===== src/rtl/fp32_pack_round.sv =====
// rtl/fp32_pack_round.sv - IEEE-754 single packer with multi-cycle normalise and RNE rounding
//
// Purpose: builds a packed IEEE-754 single either from unpacked sign/exponent/mantissa
// (normalising one shift per cycle, then rounding to nearest-even) or directly from a
// one-hot fclass code for the special values. One operation in flight.
//
// Ports:
//   clk, rst_n            clock (rising edge), asynchronous active-low reset
//   in_valid / in_ready   operand handshake; in_ready is high only while idle
//   in_sign, in_exp       sign and two's-complement biased exponent (127 = 2^0)
//   in_mant               [26] carry, [25] hidden, [24:2] fraction, [1] guard, [0] sticky
//   in_class              one-hot fclass code; zero (or only bits 1,2,5,6) selects numeric path
//   out_valid / out_ready result handshake; result held until accepted
//   out_data, out_flags   packed single and {overflow, underflow, inexact}
module fp32_pack_round #(
  parameter int          EXP_W    = 10,
  parameter logic [31:0] QNAN_VAL = 32'h7FC0_0000,
  parameter logic [31:0] SNAN_VAL = 32'h7FA0_0000
) (
  input  logic             clk,
  input  logic             rst_n,
  input  logic             in_valid,
  output logic             in_ready,
  input  logic             in_sign,
  input  logic [EXP_W-1:0] in_exp,
  input  logic [26:0]      in_mant,
  input  logic [9:0]       in_class,
  output logic             out_valid,
  input  logic             out_ready,
  output logic [31:0]      out_data,
  output logic [2:0]       out_flags
);

  // Two extra exponent bits give headroom for the carry increment and denormalising shifts.
  localparam int EW = EXP_W + 2;
  localparam logic signed [EW-1:0] EXP_ONE = EW'(1);
  localparam logic signed [EW-1:0] EXP_INF = EW'(255);
  localparam logic [9:0] SPECIAL_MASK = 10'b11_1001_1001;
  localparam logic [4:0] LSH_MAX = 5'd25;

  typedef enum logic [1:0] {
    S_IDLE,
    S_NORM,
    S_ROUND,
    S_DONE
  } state_t;

  state_t               state_q, state_d;
  logic                 sign_q, sign_d;
  logic signed [EW-1:0] exp_q, exp_d;
  logic [26:0]          mant_q, mant_d;
  logic [4:0]           lsh_cnt_q, lsh_cnt_d;
  logic [31:0]          out_data_q, out_data_d;
  logic [2:0]           out_flags_q, out_flags_d;

  logic [9:0]           special;
  logic [26:0]          mant_rsh;
  logic [26:0]          mant_lsh;
  logic signed [EW-1:0] exp_inc;
  logic signed [EW-1:0] exp_dec;

  logic                 guard;
  logic                 sticky;
  logic                 rnd_inc;
  logic                 inexact;
  logic [24:0]          rnd;
  logic                 hidden;
  logic [22:0]          frac;
  logic signed [EW-1:0] exp_rnd;
  logic [7:0]           field_exp;

  assign special  = in_class & SPECIAL_MASK;
  // Right shift folds the dropped bit into sticky so RNE still sees everything below guard.
  assign mant_rsh = {1'b0, mant_q[26:2], mant_q[1] | mant_q[0]};
  assign mant_lsh = {mant_q[25:0], 1'b0};
  assign exp_inc  = exp_q + EXP_ONE;
  assign exp_dec  = exp_q - EXP_ONE;

  assign in_ready  = (state_q == S_IDLE);
  assign out_valid = (state_q == S_DONE);
  assign out_data  = out_data_q;
  assign out_flags = out_flags_q;

  // Rounding datapath; only consumed in ROUND, where mant_q[26] is already clear.
  always_comb begin
    guard     = mant_q[1];
    sticky    = mant_q[0];
    rnd_inc   = guard & (sticky | mant_q[2]);
    inexact   = guard | sticky;
    rnd       = mant_q[26:2] + {24'd0, rnd_inc};
    hidden    = rnd[23];
    frac      = rnd[22:0];
    exp_rnd   = exp_q;
    if (rnd[24]) begin
      // Rounding carried past the hidden bit: renormalise by one.
      hidden  = rnd[24];
      frac    = rnd[23:1];
      exp_rnd = exp_inc;
    end
    field_exp = hidden ? exp_rnd[7:0] : 8'd0;
  end

  always_comb begin
    state_d     = state_q;
    sign_d      = sign_q;
    exp_d       = exp_q;
    mant_d      = mant_q;
    lsh_cnt_d   = lsh_cnt_q;
    out_data_d  = out_data_q;
    out_flags_d = out_flags_q;

    case (state_q)
      S_IDLE: begin
        if (in_valid) begin
          sign_d    = in_sign;
          exp_d     = {{2{in_exp[EXP_W-1]}}, in_exp};
          mant_d    = in_mant;
          lsh_cnt_d = 5'd0;
          if (special != 10'd0) begin
            out_flags_d = 3'b000;
            state_d     = S_DONE;
            if (special[9])      out_data_d = QNAN_VAL;
            else if (special[8]) out_data_d = SNAN_VAL;
            else if (special[7]) out_data_d = 32'h7F80_0000;
            else if (special[4]) out_data_d = 32'h0000_0000;
            else if (special[3]) out_data_d = 32'h8000_0000;
            else                 out_data_d = 32'hFF80_0000;
          end else begin
            state_d = S_NORM;
          end
        end
      end

      S_NORM: begin
        if (mant_q == 27'd0) begin
          out_data_d  = {sign_q, 31'd0};
          out_flags_d = 3'b000;
          state_d     = S_DONE;
        end else if (mant_q[26]) begin
          mant_d = mant_rsh;
          exp_d  = exp_inc;
        end else if (exp_q < EXP_ONE) begin
          // Once only sticky remains, further shifts cannot change the mantissa.
          if (mant_q[26:1] == 26'd0) begin
            exp_d = EXP_ONE;
          end else begin
            mant_d = mant_rsh;
            exp_d  = exp_inc;
          end
        end else if (!mant_q[25] && (exp_q > EXP_ONE) && (lsh_cnt_q < LSH_MAX)) begin
          mant_d    = mant_lsh;
          exp_d     = exp_dec;
          lsh_cnt_d = lsh_cnt_q + 5'd1;
        end else begin
          state_d = S_ROUND;
        end
      end

      S_ROUND: begin
        state_d = S_DONE;
        if (exp_rnd >= EXP_INF) begin
          out_data_d  = {sign_q, 8'hFF, 23'd0};
          out_flags_d = 3'b101;
        end else begin
          out_data_d  = {sign_q, field_exp, frac};
          out_flags_d = {1'b0, (field_exp == 8'd0) & inexact, inexact};
        end
      end

      S_DONE: begin
        if (out_ready) state_d = S_IDLE;
      end

      default: state_d = S_IDLE;
    endcase
  end

  always_ff @(posedge clk or negedge rst_n) begin
    if (!rst_n) begin
      state_q     <= S_IDLE;
      sign_q      <= 1'b0;
      exp_q       <= '0;
      mant_q      <= 27'd0;
      lsh_cnt_q   <= 5'd0;
      out_data_q  <= 32'd0;
      out_flags_q <= 3'd0;
    end else begin
      state_q     <= state_d;
      sign_q      <= sign_d;
      exp_q       <= exp_d;
      mant_q      <= mant_d;
      lsh_cnt_q   <= lsh_cnt_d;
      out_data_q  <= out_data_d;
      out_flags_q <= out_flags_d;
    end
  end

endmodule

===== config.mk =====
export PLATFORM = sky130hd
export DESIGN_NAME = fp32_pack_round
export DESIGN_NICKNAME = d
export VERILOG_FILES = /design/src/rtl/fp32_pack_round.sv
export SDC_FILE = /design/constraint.sdc
export NUM_CORES = 1
export LEC_CHECK = 0
export ABC_AREA = 1
export BUFFER_PORTS_ARGS = -buffer_cell sky130_fd_sc_hd__buf_2
export CORE_UTILIZATION = 52
export DETAILED_ROUTE_END_ITERATION = 8
export HOLD_SLACK_MARGIN = 0.12
export PLACE_DENSITY = 0.77
export SKIP_CTS_REPAIR_TIMING = 1
export SLEW_MARGIN = 15
export SYNTH_ARGS = -nofsm -noshare
export SYNTH_HDL_FRONTEND = slang
export SYNTH_SLANG_ARGS = --single-unit

===== constraint.sdc =====
create_clock -name clk -period 2.2 [get_ports clk]
set_input_delay 0 -clock clk [delete_from_list [all_inputs] [get_ports clk]]
set_output_delay 0 -clock clk [all_outputs]
set_load 0.01 [all_outputs]

==> Flow_metrics.wiki, run 1 <==
{| class="wikitable"
! Metric !! Value
|-
| Final Hold Vio Count || 0
|-
| Count of clock tree sinks || between 80 and 90
|-
| Maximum number of buffers from clock root to sink || 2
|-
| Critical Path Sink Type || flop
|-
| Count of buffers from port buffering || 84
|-
| Number of inserted diodes || 0
|-
| Latest clock arrival within the worst-skew pair || a little under 400 ps
|-
| First-pass GRT wire length || around 28000 µm
|-
| TritonCTS clock tree || yes
|-
| Number of enable-type register cells in the synthesized netlist || 0
|-
| Wire length per cell || around 17 µm
|-
| Vertical die dimension || 108 µm
|-
| Clock transition time at the flip-flop clock pins of the worst setup and hold paths || roughly 90 ps
|-
| Fillers || between 700 and 800
|-
| WP data required || ~2500 ps
|-
| Layout overhead on the synthesized area || 47.4%
|-
| Launch instance of the worst min-delay path || in_class[7]
|-
| Power density of the placed cells || 1580 nW/µm²
|-
| Number of rows in the core area || 38
|-
| Leakage dissipation || 4.12 nW
|-
| Power consumption || between 10 and 15 mW
|-
| Peak supply drop || roughly 0.00096 V
|-
| Area enclosed by the die boundary || between 10000 and 15000 µm²
|-
| Final cycle utilization of the critical path || 113%
|-
| Total via count after detailed routing || between 7k and 8k
|-
| Leading cell type by number of instances after synthesis || nand2_1
|-
| Final GP Congestion || ~0.95
|-
| Outcome || complete, but fails checks
|-
| Area after DPL || 7260 µm²
|-
| Final count of negative-setup-slack endpoints || 48
|-
| Setup repair after global routing missed its margin || true
|-
| Async SR Flop Fraction || 100%
|-
| Final routed wirelength across all metal layers || 20800 µm
|-
| CORE AREA || between 10000 and 15000 µm²
|-
| Cells traversed along the worst timing path || nor2_1 -> nand3_1 -> nor2_1 -> nand4_1 -> o21ai_2 -> buf_4 -> a21oi_1 -> nor3_1 -> o21ai_0 -> o21ai_0
|-
| Antenna violation net count after detailed routing || 0
|-
| Remaining routing DRC violations || 0
|-
| Crit path max-delay family || simple AND/OR/NAND/NOR gates
|-
| Worst-Margin Slew || around 570 ps
|-
| DR vias/cell || approximately 5.8
|-
| Violated checks || setup timing
|-
| CP Class || flop to flop
|-
| Crit path setup slack, layout || -282 ps
|-
| Top cell types by occurrence after synthesis || nand2_1 (212), dfrtp_1 (82), o21ai_0 (79)
|-
| Critical register-to-register path startpoint || mant_q[15]
|-
| Initial antenna violation count || 0
|-
| CP max stage delay || between 400 and 500 ps
|-
| Vias in the first global route || roughly 6.1k
|-
| Critical path peak fanout || 4
|-
| Total clock buffers created by CTS || 9
|-
| Cell type with the highest aggregate area in the netlist || dfrtp_1
|-
| Fraction of layout instances using a drive strength above 1 || 33.2%
|-
| Mapped Area || about 5800 µm²
|-
| Post-synth top area share || roughly a third
|-
| Max-slew violations || 0
|-
| Layout Cells excl Fill || 1229
|-
| Worst path arrival time || between 2000 and 3000 ps
|-
| Top layer used by detailed routing || met4
|-
| Max Cap Viol || 0
|-
| Chip width || ~110 µm
|-
| Dominant register cell in the synthesized netlist || dfrtp_1
|-
| Portion of the post-synthesis area used by sequential elements || between 30% and 40%
|-
| Initial cell density of the core || around 53%
|-
| Dominant cells by area after synthesis || dfrtp_1 (35%), nand2_1 (14%), o21ai_0 (6.8%), nand3_1 (5.3%), nor2_1 (4.3%)
|-
| Boundary pin count || 89
|-
| Final critical-path required period || about 2500 ps
|-
| Clk_skew || 12.1 ps
|-
| Largest net degree at the start of global routing || 48
|-
| Wire length on met2 || about 10000 µm
|-
| Net count after synthesis || approximately 900
|-
| Pre-antenna DRT Iters || 9
|-
| Worst setup timing slack at the placement stage || -133 ps
|-
| WP buf/inv || 1
|-
| Placed wire-length estimate || roughly 13000 µm
|-
| Critical-path top delay cell || dfrtp_1
|-
| Startpoint Class || flop
|-
| Maximum level of the CTS H-tree || 3
|-
| Max-slew headroom at the worst pin || 61.9%
|-
| Count of synthesis-stage warnings from yosys || 0
|-
| CP startpoint || mant_q[15]
|-
| Number of nets at the end of the flow || 1145
|-
| Post-synthesis average cell area || ~7.0 µm²
|-
| M1 WL || a little under 8000 µm
|-
| Design area || between 8000 and 9000 µm²
|-
| Routed met3 length || roughly 1600 µm
|-
| Overall overflow remaining after global route || 0
|-
| Achievable clock frequency || 0.403 GHz
|-
| Number of placed instances, taps included || around 1.1k
|-
| Post-synthesis cell type count || 40
|-
| Synthesis-stage register bit count || between 80 and 90
|-
| Count of mapped cells out of synthesis || 835
|-
| Detailed Route Iter0 Violations || roughly 840
|-
| Total track usage || between 30% and 40%
|-
| Clock tree root driver cell || clkbuf_8
|-
| Tightest Hold Check Type || input pin to flop
|}
## kinds of logic after synthesis
family | Yosys count | synth area share, %
and+or+nand+nor | 408 | 31.5
AOI/OAI and AO/OA | 191 | 18.6
xor gates and xnor gates | 28 | 4.22
DFF | 82 | 35.3
buffers and inverters | 117 | 8.50
adders and majority gates | 9 | 1.94
## sequential cells by signal (all words and copies together) (netlist names)
register and count:
mant_q 27, out_data 32, state_q 2, sign_q 1, exp_q 12, lsh_cnt_q 5, out_flags 3
## layout by cell type (no fill, tap or decap), types with 11 or more instances in the layout
master,n
nand2_1,196
buf_4,135
buf_2,84
dfrtp_1,78
o21ai_0,57
nor2_1,56
nand3_1,55
inv_1,52
dlygate4sd3_1,45
a21oi_1,41
o211ai_1,26
o21ai_1,24
xor2_1,20
a31oi_1,18
nand2_2,18
nand3_2,13
nand4_1,13
inv_2,12
nor3_1,12
buf_6,11
## power by group
part	internal, mW	switching (mW)
Clock	0.567	0.642
Sequential	2.24	0.617
Combinational	4.06	5.46
Total	6.87	6.72
## tightest hold or removal path, delay by kind of cell
family,cells,cell delay (ps)
AND/OR/NAND/NOR,3,330
AO/OA/AOI/OAI,1,80
buffers and inverters,1,90
## metal layers
metal | vias to the layer above | track usage, %
li1 | 3332 | -
met1 | 3324 | 38.5
met2 | 439 | 53.4
met3 | 90 | 4.36
met4 | 0 | 14.9
met5 | - | 0
## per-stage QoR
step	setup TNS, ps	utilization [%]	hold WS [ps]
6_report	-5600	78.7	140
5_1_grt	-14110	78.7	161
4_1_cts	-3910	68.6	-394
3_5_place_dp	-2360	66.7	30.0
3_3_place_gp	-1330	66.7	31.2
2_1_floorplan	-3070	-	-296
## area by class of cell
type	count	area (µm²)	share of cell area [%]
Multi-Input combinational cell	638	3640	42.4
Timing Repair Buffer	285	2220	25.9
Sequential cell	82	2060	24.0
Inverter	68	268	3.12
Tap cell	140	175	2.04
Clock buffer	10	138	1.61
Clock inverter	6	72.6	0.847
## path summary, 6_finish.rpt
check | endpoint | depth (start not counted) | slack, ps
max in group asynchronous | out_data[27] | 3 | 1400
max reg2reg | state_q[0] | 10 | -280
min in group asynchronous | mant_q[16] | 2 | 150
min reg2reg | out_data[11] | 2 | 480
min | out_data[31] | 5 | 140
max | state_q[0] | 10 | -280
No activity file was read; power rests on OpenSTA's default activity.
==> run 2: changes to the inputs <==
Settings changed: SKIP_CTS_REPAIR_TIMING 1 to default, SKIP_LAST_GASP from default to 1.
==> run 2 against run 1 <==
Compared with the run above: the run still ends with setup timing left; sequential share of layout area fell by 0.37 points; critical path depth rose by 8; global-route usage rose by 2.6 points; wire length rose by 7.5%; clock-buffer cell count did not move; sequential power barely moved; first-iteration DRC count rose by 18%; setup slack improved by 6.4 ps; core utilization rose by 1.2 points; combinational power rose by 3.9%; highest routed layer unchanged.
==> Flow_metrics.wiki, run 2 (synthesized netlist as in run 1, its figures left out) <==
{| class="wikitable"
! Metric !! Value
|-
| Cell repeated most along the worst path || nand2_1
|-
| Latest clock arrival within the worst-skew pair || 400 ps (about the same)
|-
| Maximum level of the CTS H-tree || 3 (unchanged)
|-
| Number of nets at the end of the flow || 1151 (+0.52%)
|-
| Fraction of layout instances using a drive strength above 1 || 36.0% (+2.7 points)
|-
| First-pass GRT wire length || 30200 µm (+8.3%)
|-
| Power consumption || 14.0 mW (+2.9%)
|-
| Total track usage || 33.8% (+2.6 points)
|-
| CP Class || flop to flop
|-
| TritonCTS clock tree || yes
|-
| Chip width || 108 µm (unchanged)
|-
| Leading cell types in the layout, fill and taps excluded || nand2_1 (189), buf_4 (146), buf_2 (83)
|-
| Max-slew headroom at the worst pin || 61.8% (-0.12 points)
|-
| Layout Cells excl Fill || 1235 (+0.49%)
|-
| Antenna violation net count after detailed routing || 0 (unchanged)
|-
| Remaining routing DRC violations || 0 (unchanged)
|-
| Area used by multi-input combinational logic || 3770 µm² (+3.6%)
|-
| Placed wire-length estimate || 12900 µm (unchanged)
|-
| Critical Path Sink Type || flop
|-
| Number of flip-flops in the largest register || 32 (unchanged)
|-
| Area enclosed by the die boundary || 11600 µm² (unchanged)
|-
| Reg area || 2060 µm² (about the same)
|-
| Layout overhead on the synthesized area || 49.6%
|-
| Boundary pin count || 89 (unchanged)
|-
| Fillers || 674 (-4.7%)
|-
| Final GP Congestion || 0.951 (unchanged)
|-
| Setup repair after global routing missed its margin || true
|-
| Final Hold Vio Count || 0 (unchanged)
|-
| Clock transition time at the flip-flop clock pins of the worst setup and hold paths || 100 ps (about the same)
|-
| Achievable clock frequency || 0.404 GHz (+0.26%)
|-
| Final routed wirelength across all metal layers || 22400 µm (+7.5%)
|-
| Violated checks || setup timing
|-
| WP data required || 2480 ps (about the same)
|-
| Count of clock tree sinks || 82 (unchanged)
|-
| Critical path peak fanout || 8 (+4)
|-
| Number of rows in the core area || 38 (unchanged)
|-
| Most common library cell in the layout ignoring fill and taps || nand2_1
|-
| Power density of the placed cells || 1610 nW/µm² (+1.3%)
|-
| Number of inserted diodes || 0 (unchanged)
|-
| Worst setup timing slack at the placement stage || -133 ps (unchanged)
|-
| Worst hold slack || 141 ps (+0.605 ps)
|-
| Total clock buffers created by CTS || 9 (unchanged)
|-
| Cells traversed along the worst timing path || nand2_2 -> inv_2 -> ha_4 -> nand3_4 -> nor3_4 -> nand3_4 -> buf_6 -> nand3_1 -> nand2_1 -> nand2_2 -> nor2_2 -> nand2_1 -> nand2_2 -> nand2_4 -> buf_6 -> nand2_1 -> nand2_1 -> a21oi_2
|-
| DR vias/cell || 6.02 (+3.0%)
|-
| Largest net degree at the start of global routing || 48 (unchanged)
|-
| Count of buffers from port buffering || 84 (unchanged)
|-
| Initial antenna violation count || 0 (unchanged)
|-
| CP max stage delay || 370 ps (-60 ps)
|-
| Outcome || complete, but fails checks
|-
| Detailed Route Iter0 Violations || 989 (+18%)
|-
| Max-slew violations || 0 (unchanged)
|-
| CORE AREA || 10900 µm² (unchanged)
|-
| Max Cap Viol || 0 (unchanged)
|-
| Wire length per cell || 18.1 µm (+6.9%)
|-
| Crit path max-delay family || simple AND/OR/NAND/NOR gates
|-
| Overall overflow remaining after global route || 0 (unchanged)
|-
| WP buf/inv || 3 (+2)
|-
| Number of placed instances, taps included || 1141 (unchanged)
|-
| Pre-antenna DRT Iters || 6 (-3)
|-
| Vertical die dimension || 108 µm (unchanged)
|-
| Final cycle utilization of the critical path || 113% (-0.29 points)
|-
| Peak supply drop || 0.00101 V (+4.3%)
|-
| Total via count after detailed routing || 7439 (+3.5%)
|-
| Critical-path top delay cell || dfrtp_1
|-
| Startpoint Class || flop
|-
| Maximum number of buffers from clock root to sink || 2 (unchanged)
|-
| Final critical-path required period || 2480 ps (-6.43 ps)
|-
| Clock tree root driver cell || clkbuf_8
|-
| Crit path setup slack, layout || -275 ps (+6.43 ps)
|-
| Tightest Hold Check Type || input pin to async pin
|-
| Worst-Margin Slew || 574 ps (+1.80 ps)
|-
| Initial cell density of the core || 53.4% (unchanged)
|-
| Vias in the first global route || 6542 (+7.7%)
|-
| Final count of negative-setup-slack endpoints || 65 (+35%)
|-
| Worst path arrival time || 2750 ps (about the same)
|-
| Clk_skew || 17.9 ps (+5.84 ps)
|-
| Leakage dissipation || 4.17 nW (+1.2%)
|}
==> run 2: layer usage <==
metal | part of all wire [%] | track usage [%] | vias up
li1 | - | - | 3330
met3 | 8.3 | 4.66 | 163
met4 | 7.1 | 17.7 | 0
met1 | 36 | 40.6 | 3438
met2 | 48 | 58.3 | 508
met5 | 0 | 0 | -
==> run 2: what timing repair did <==
| action | in CTS | in global routing |
|---|---|---|
| endpoints found under the hold margin | 126 | 1 |
| gates cloned | 1 | 4 |
| setup buffers | 11 | 17 |
| resized for setup | 19 | 120 |
| hold buffers | 46 | 1 |
| pin swaps | 3 | 28 |
| setup endpoints to repair | 60 | 80 |
==> run 2: cell type report <==
| type | count | area share, % |
|---|---|---|
| multi-input combinational | 638 | 43.3 |
| inverter | 68 | 3.09 |
| sequential | 82 | 23.6 |
| tap | 140 | 2.01 |
| clock inverter | 6 | 0.834 |
| timing repair buffer | 290 | 25.4 |
| timing repair inverter | 1 | 0.0863 |
| clock buffer | 10 | 1.58 |
==> run 2: through the flow <==
step | utilization, % | setup TNS [ps] | cell area, µm²
floorplan | - | -3070 | 5860
global placement | 66.7 | -1330 | 7260
detailed placement | 66.7 | -2360 | 7260
CTS | 74.4 | -630 | 8100
global route | 79.9 | -17860 | 8700
finish | 79.9 | -9650 | 8700
==> run 2: path summary, 6_finish.rpt <==
| check | start | endpoint | slack, ps | cells after the start |
|---|---|---|---|---|
| setup / recovery | mant_q[1] | out_data[30] | -280 | 18 |
| hold / removal | rst_n | mant_q[8] | 140 | 2 |
| setup reg to reg | mant_q[1] | out_data[30] | -280 | 18 |
| hold reg to reg | out_data[17] | out_data[17] | 480 | 2 |
| max in group asynchronous | rst_n | out_data[27] | 1410 | 3 |
| min in group clk | in_class[3] | state_q[1] | 180 | 6 |
==> run 2: power breakdown <==
part           internal, mW  leakage, nW  switching (mW)  total [mW]
logic                  4.09         3.04            5.80        9.89
registers              2.24         1.03           0.615        2.85
clock network         0.568        0.103           0.662        1.23
total                  6.90         4.17            7.07        14.0
==> run 3: changes to the inputs <==
Settings changed: CORE_UTILIZATION 52 to 30, PLACE_DENSITY 0.77 to 0.49.
==> run 3 against run 2 <==
Compared with the run above: sequential power fell by 2%; wire length fell by 1.1%; fmax rose by 2.6%; global-route usage fell by 12 points; highest routed layer unchanged; the run still ends with setup timing left; hold slack improved by 45 ps; core utilization fell by 32 points; largest power group unchanged.
==> Flow_metrics.wiki, run 3 (synthesized netlist as in run 1, its figures left out) <==
{| class="wikitable"
! Metric !! Value
|-
| Fraction of layout instances using a drive strength above 1 || 35.2% (-0.77 points)
|-
| Area enclosed by the die boundary || 19900 µm² (+72%)
|-
| Count of buffers from port buffering || 84 (unchanged)
|-
| Register share of total power || 19.3% (-1.1 points)
|-
| Leakage dissipation || 4.38 nW (+5.0%)
|-
| Latest clock arrival within the worst-skew pair || 350 ps (-50 ps)
|-
| Max Cap Viol || 0 (unchanged)
|-
| Setup slack of the most critical reg-to-reg path || -210 ps (+60 ps)
|-
| Final GP Congestion || 0.893 (-6.0%)
|-
| CORE AREA || 18800 µm² (+73%)
|-
| Critical path peak fanout || 11 (+3)
|-
| Boundary pin count || 89 (unchanged)
|-
| Worst path arrival time || 2660 ps (-90 ps)
|-
| Pre-antenna DRT Iters || 5 (-1)
|-
| Remaining routing DRC violations || 0 (unchanged)
|-
| Clock tree root driver cell || clkbuf_16
|-
| Peak supply drop || 0.000570 V (-43%)
|-
| Layout overhead on the synthesized area || 56.7%
|-
| Startpoint Class || flop
|-
| Total via count after detailed routing || 6794 (-8.7%)
|-
| WP data required || 2440 ps (-40 ps)
|-
| Placed wire-length estimate || 15800 µm (+23%)
|-
| Antenna violation net count after detailed routing || 0 (unchanged)
|-
| Total track usage || 21.6% (-12 points)
|-
| Worst-Margin Slew || 604 ps (+29.8 ps)
|-
| Met1 usage in global routing || 32.1% (-8.5 points)
|-
| Switching share of total power || 46.9% (-3.7 points)
|-
| Final count of negative-setup-slack endpoints || 61 (-6.2%)
|-
| Final routed wirelength across all metal layers || 22100 µm (-1.1%)
|-
| Number of rows in the core area || 50 (+32%)
|-
| Initial antenna violation count || 0 (unchanged)
|-
| Vertical die dimension || 141 µm (+31%)
|-
| First-pass GRT wire length || 33400 µm (+11%)
|-
| CP Class || flop to flop
|-
| Count of clock tree sinks || 82 (unchanged)
|-
| Worst setup timing slack at the placement stage || -329 ps (-196 ps)
|-
| Final cycle utilization of the critical path || 110% (-2.8 points)
|-
| Overall overflow remaining after global route || 0 (unchanged)
|-
| Internal Pwr Total || 7.68 mW (+11%)
|-
| Fraction of met2 tracks used by global routing || 32.6% (-26 points)
|-
| Capture point of the worst reg-to-reg path || out_data[17]
|-
| Outcome || complete, but fails checks
|-
| Critical register-to-register path startpoint || mant_q[1]
|-
| Number of nets at the end of the flow || 1191 (+3.5%)
|-
| Clock network fraction of total power || 9.7% (+0.9 points)
|-
| Layer with the highest usage || met2
|-
| Wire length per cell || 15.9 µm (-12%)
|-
| Power consumption || 14.5 mW (+3.7%)
|-
| Met3 Use GR || 2.31% (-2.4 points)
|-
| Leading cell types in the layout, fill and taps excluded || nand2_1 (194), buf_4 (183), buf_2 (83)
|-
| Fillers || 1912 (+180%)
|-
| DR vias/cell || 4.88 (-19%)
|-
| Final critical-path required period || 2410 ps (-62.0 ps)
|-
| Tightest Hold Check Type || input pin to async pin
|-
| Worst hold slack || 186 ps (+44.8 ps)
|-
| Worst reg-to-reg path cell count || 19 (+1)
|-
| Number of flip-flops in the largest register || 32 (unchanged)
|-
| Crit path setup slack, layout || -213 ps (+62.0 ps)
|-
| Largest net degree at the start of global routing || 46 (-4.2%)
|-
| Critical Path Sink Type || flop
|-
| Detailed Route Iter0 Violations || 465 (-53%)
|-
| Setup repair after global routing missed its margin || true
|-
| Final Hold Vio Count || 0 (unchanged)
|-
| Reported net switching power || 6.80 mW (-3.9%)
|-
| Chip width || 141 µm (+31%)
|-
| Achievable clock frequency || 0.414 GHz (+2.6%)
|-
| Clock transition time at the flip-flop clock pins of the worst setup and hold paths || 60 ps (-40 ps)
|-
| Number of inserted diodes || 0 (unchanged)
|-
| Maximum level of the CTS H-tree || 3 (unchanged)
|-
| Clk_skew || 5.88 ps (-12.1 ps)
|-
| Max-slew violations || 0 (unchanged)
|-
| Total clock buffers created by CTS || 9 (unchanged)
|-
| Most common library cell in the layout ignoring fill and taps || nand2_1
|-
| Violated checks || setup timing
|-
| Initial cell density of the core || 30.9% (-23 points)
|-
| Max-slew headroom at the worst pin || 59.8% (-2.0 points)
|-
| Vias in the first global route || 6262 (-4.3%)
|-
| Share of total power in combinational logic || 71.0% (+0.2 points)
|-
| Maximum number of buffers from clock root to sink || 2 (unchanged)
|-
| Total negative setup slack || -8320 ps (+1330 ps)
|-
| TritonCTS clock tree || yes
|-
| Power density of the placed cells || 1590 nW/µm² (-1.0%)
|}
-- run 3: cell types whose count changed in the layout (fill, tap and decap cells not counted), moves of 5 or more --
cell,delta
buf_4,+37
nand3_1,+13
clkbuf_16,+12
nand3_2,-11
o21ai_1,+10
clkbuf_8,-9
o21ai_0,-8
nand2_2,-7
a21oi_2,-6
a21oi_1,+5
nand2_1,+5
-- run 3: worst max-delay path, stage by stage, from the launching register on --
cell     delay (ps)
dfrtp_1         360
nand2_2          90
inv_2            80
ha_4            140
nand3_4          80
nor3_4          240
nand2_2         110
nand2_4         100
buf_6           130
nand3_1          90
nand2_2         100
nand2_1          50
nor2_1          100
nand2_1          80
nand2_2          80
nand2_4          80
buf_12          160
buf_12          140
nand3_2          50
nand2_1          40
-- run 3: metal layers --
layer / vias up / part of all wire [%]
met5: - / 0
met4: 0 / 1.3
met3: 18 / 4.6
met2: 200 / 44
met1: 3166 / 50
li1: 3410 / -
-- run 3: final cells by class --
cell class              count  area (µm²)  share of cell area (%)
inverters                  68         260                    2.86
clock buffers              11         243                    2.66
well taps                 260         325                    3.57
multi-input cells         636        3580                    39.3
repair buffers            333        2630                    28.9
clock inverters             3        17.5                   0.192
flip-flops and latches     82        2050                    22.5
-- run 3: stage by stage --
step	instances	cell area (µm²)	util [%]
floorplan	835	5860	-
global placement	1310	7770	41.3
detailed placement	1310	7770	41.3
CTS	1371	8570	45.5
global route	1393	9110	48.4
finish	1393	9110	48.4
-- run 3: power by group through the flow --
stage	Combinational [mW]	Sequential, mW	Clock (mW)
2_1_floorplan	4.56	2.85	0
3_3_place_gp	8.66	2.79	0
3_5_place_dp	8.68	2.79	0
4_1_cts	8.89	2.77	1.45
5_1_grt	11.2	2.89	1.50
6_report	10.3	2.79	1.41
-- run 3: how the worst max path moves through the flow --
stage | from | endpoint | slack (ps) | cells past startpoint
2_1_floorplan | mant_q[2] | out_data[2] | -140 | 19
3_3_place_gp | mant_q[1] | out_data[9] | -290 | 17
3_5_place_dp | mant_q[1] | out_data[10] | -330 | 17
4_1_cts | mant_q[1] | out_data[9] | -200 | 19
5_1_grt | mant_q[2] | out_data[15] | -400 | 19
6_report | mant_q[1] | out_data[17] | -210 | 19
-- run 3: timing repair --
item                       in CTS  in global routing
setup buffers                   1                 14
setup endpoints to repair      73                 78
gates cloned                    0                  8
resized for setup              19                 94
hold endpoints to repair       89                  0
hold buffers                   46                  0
pin swaps                       4                 18
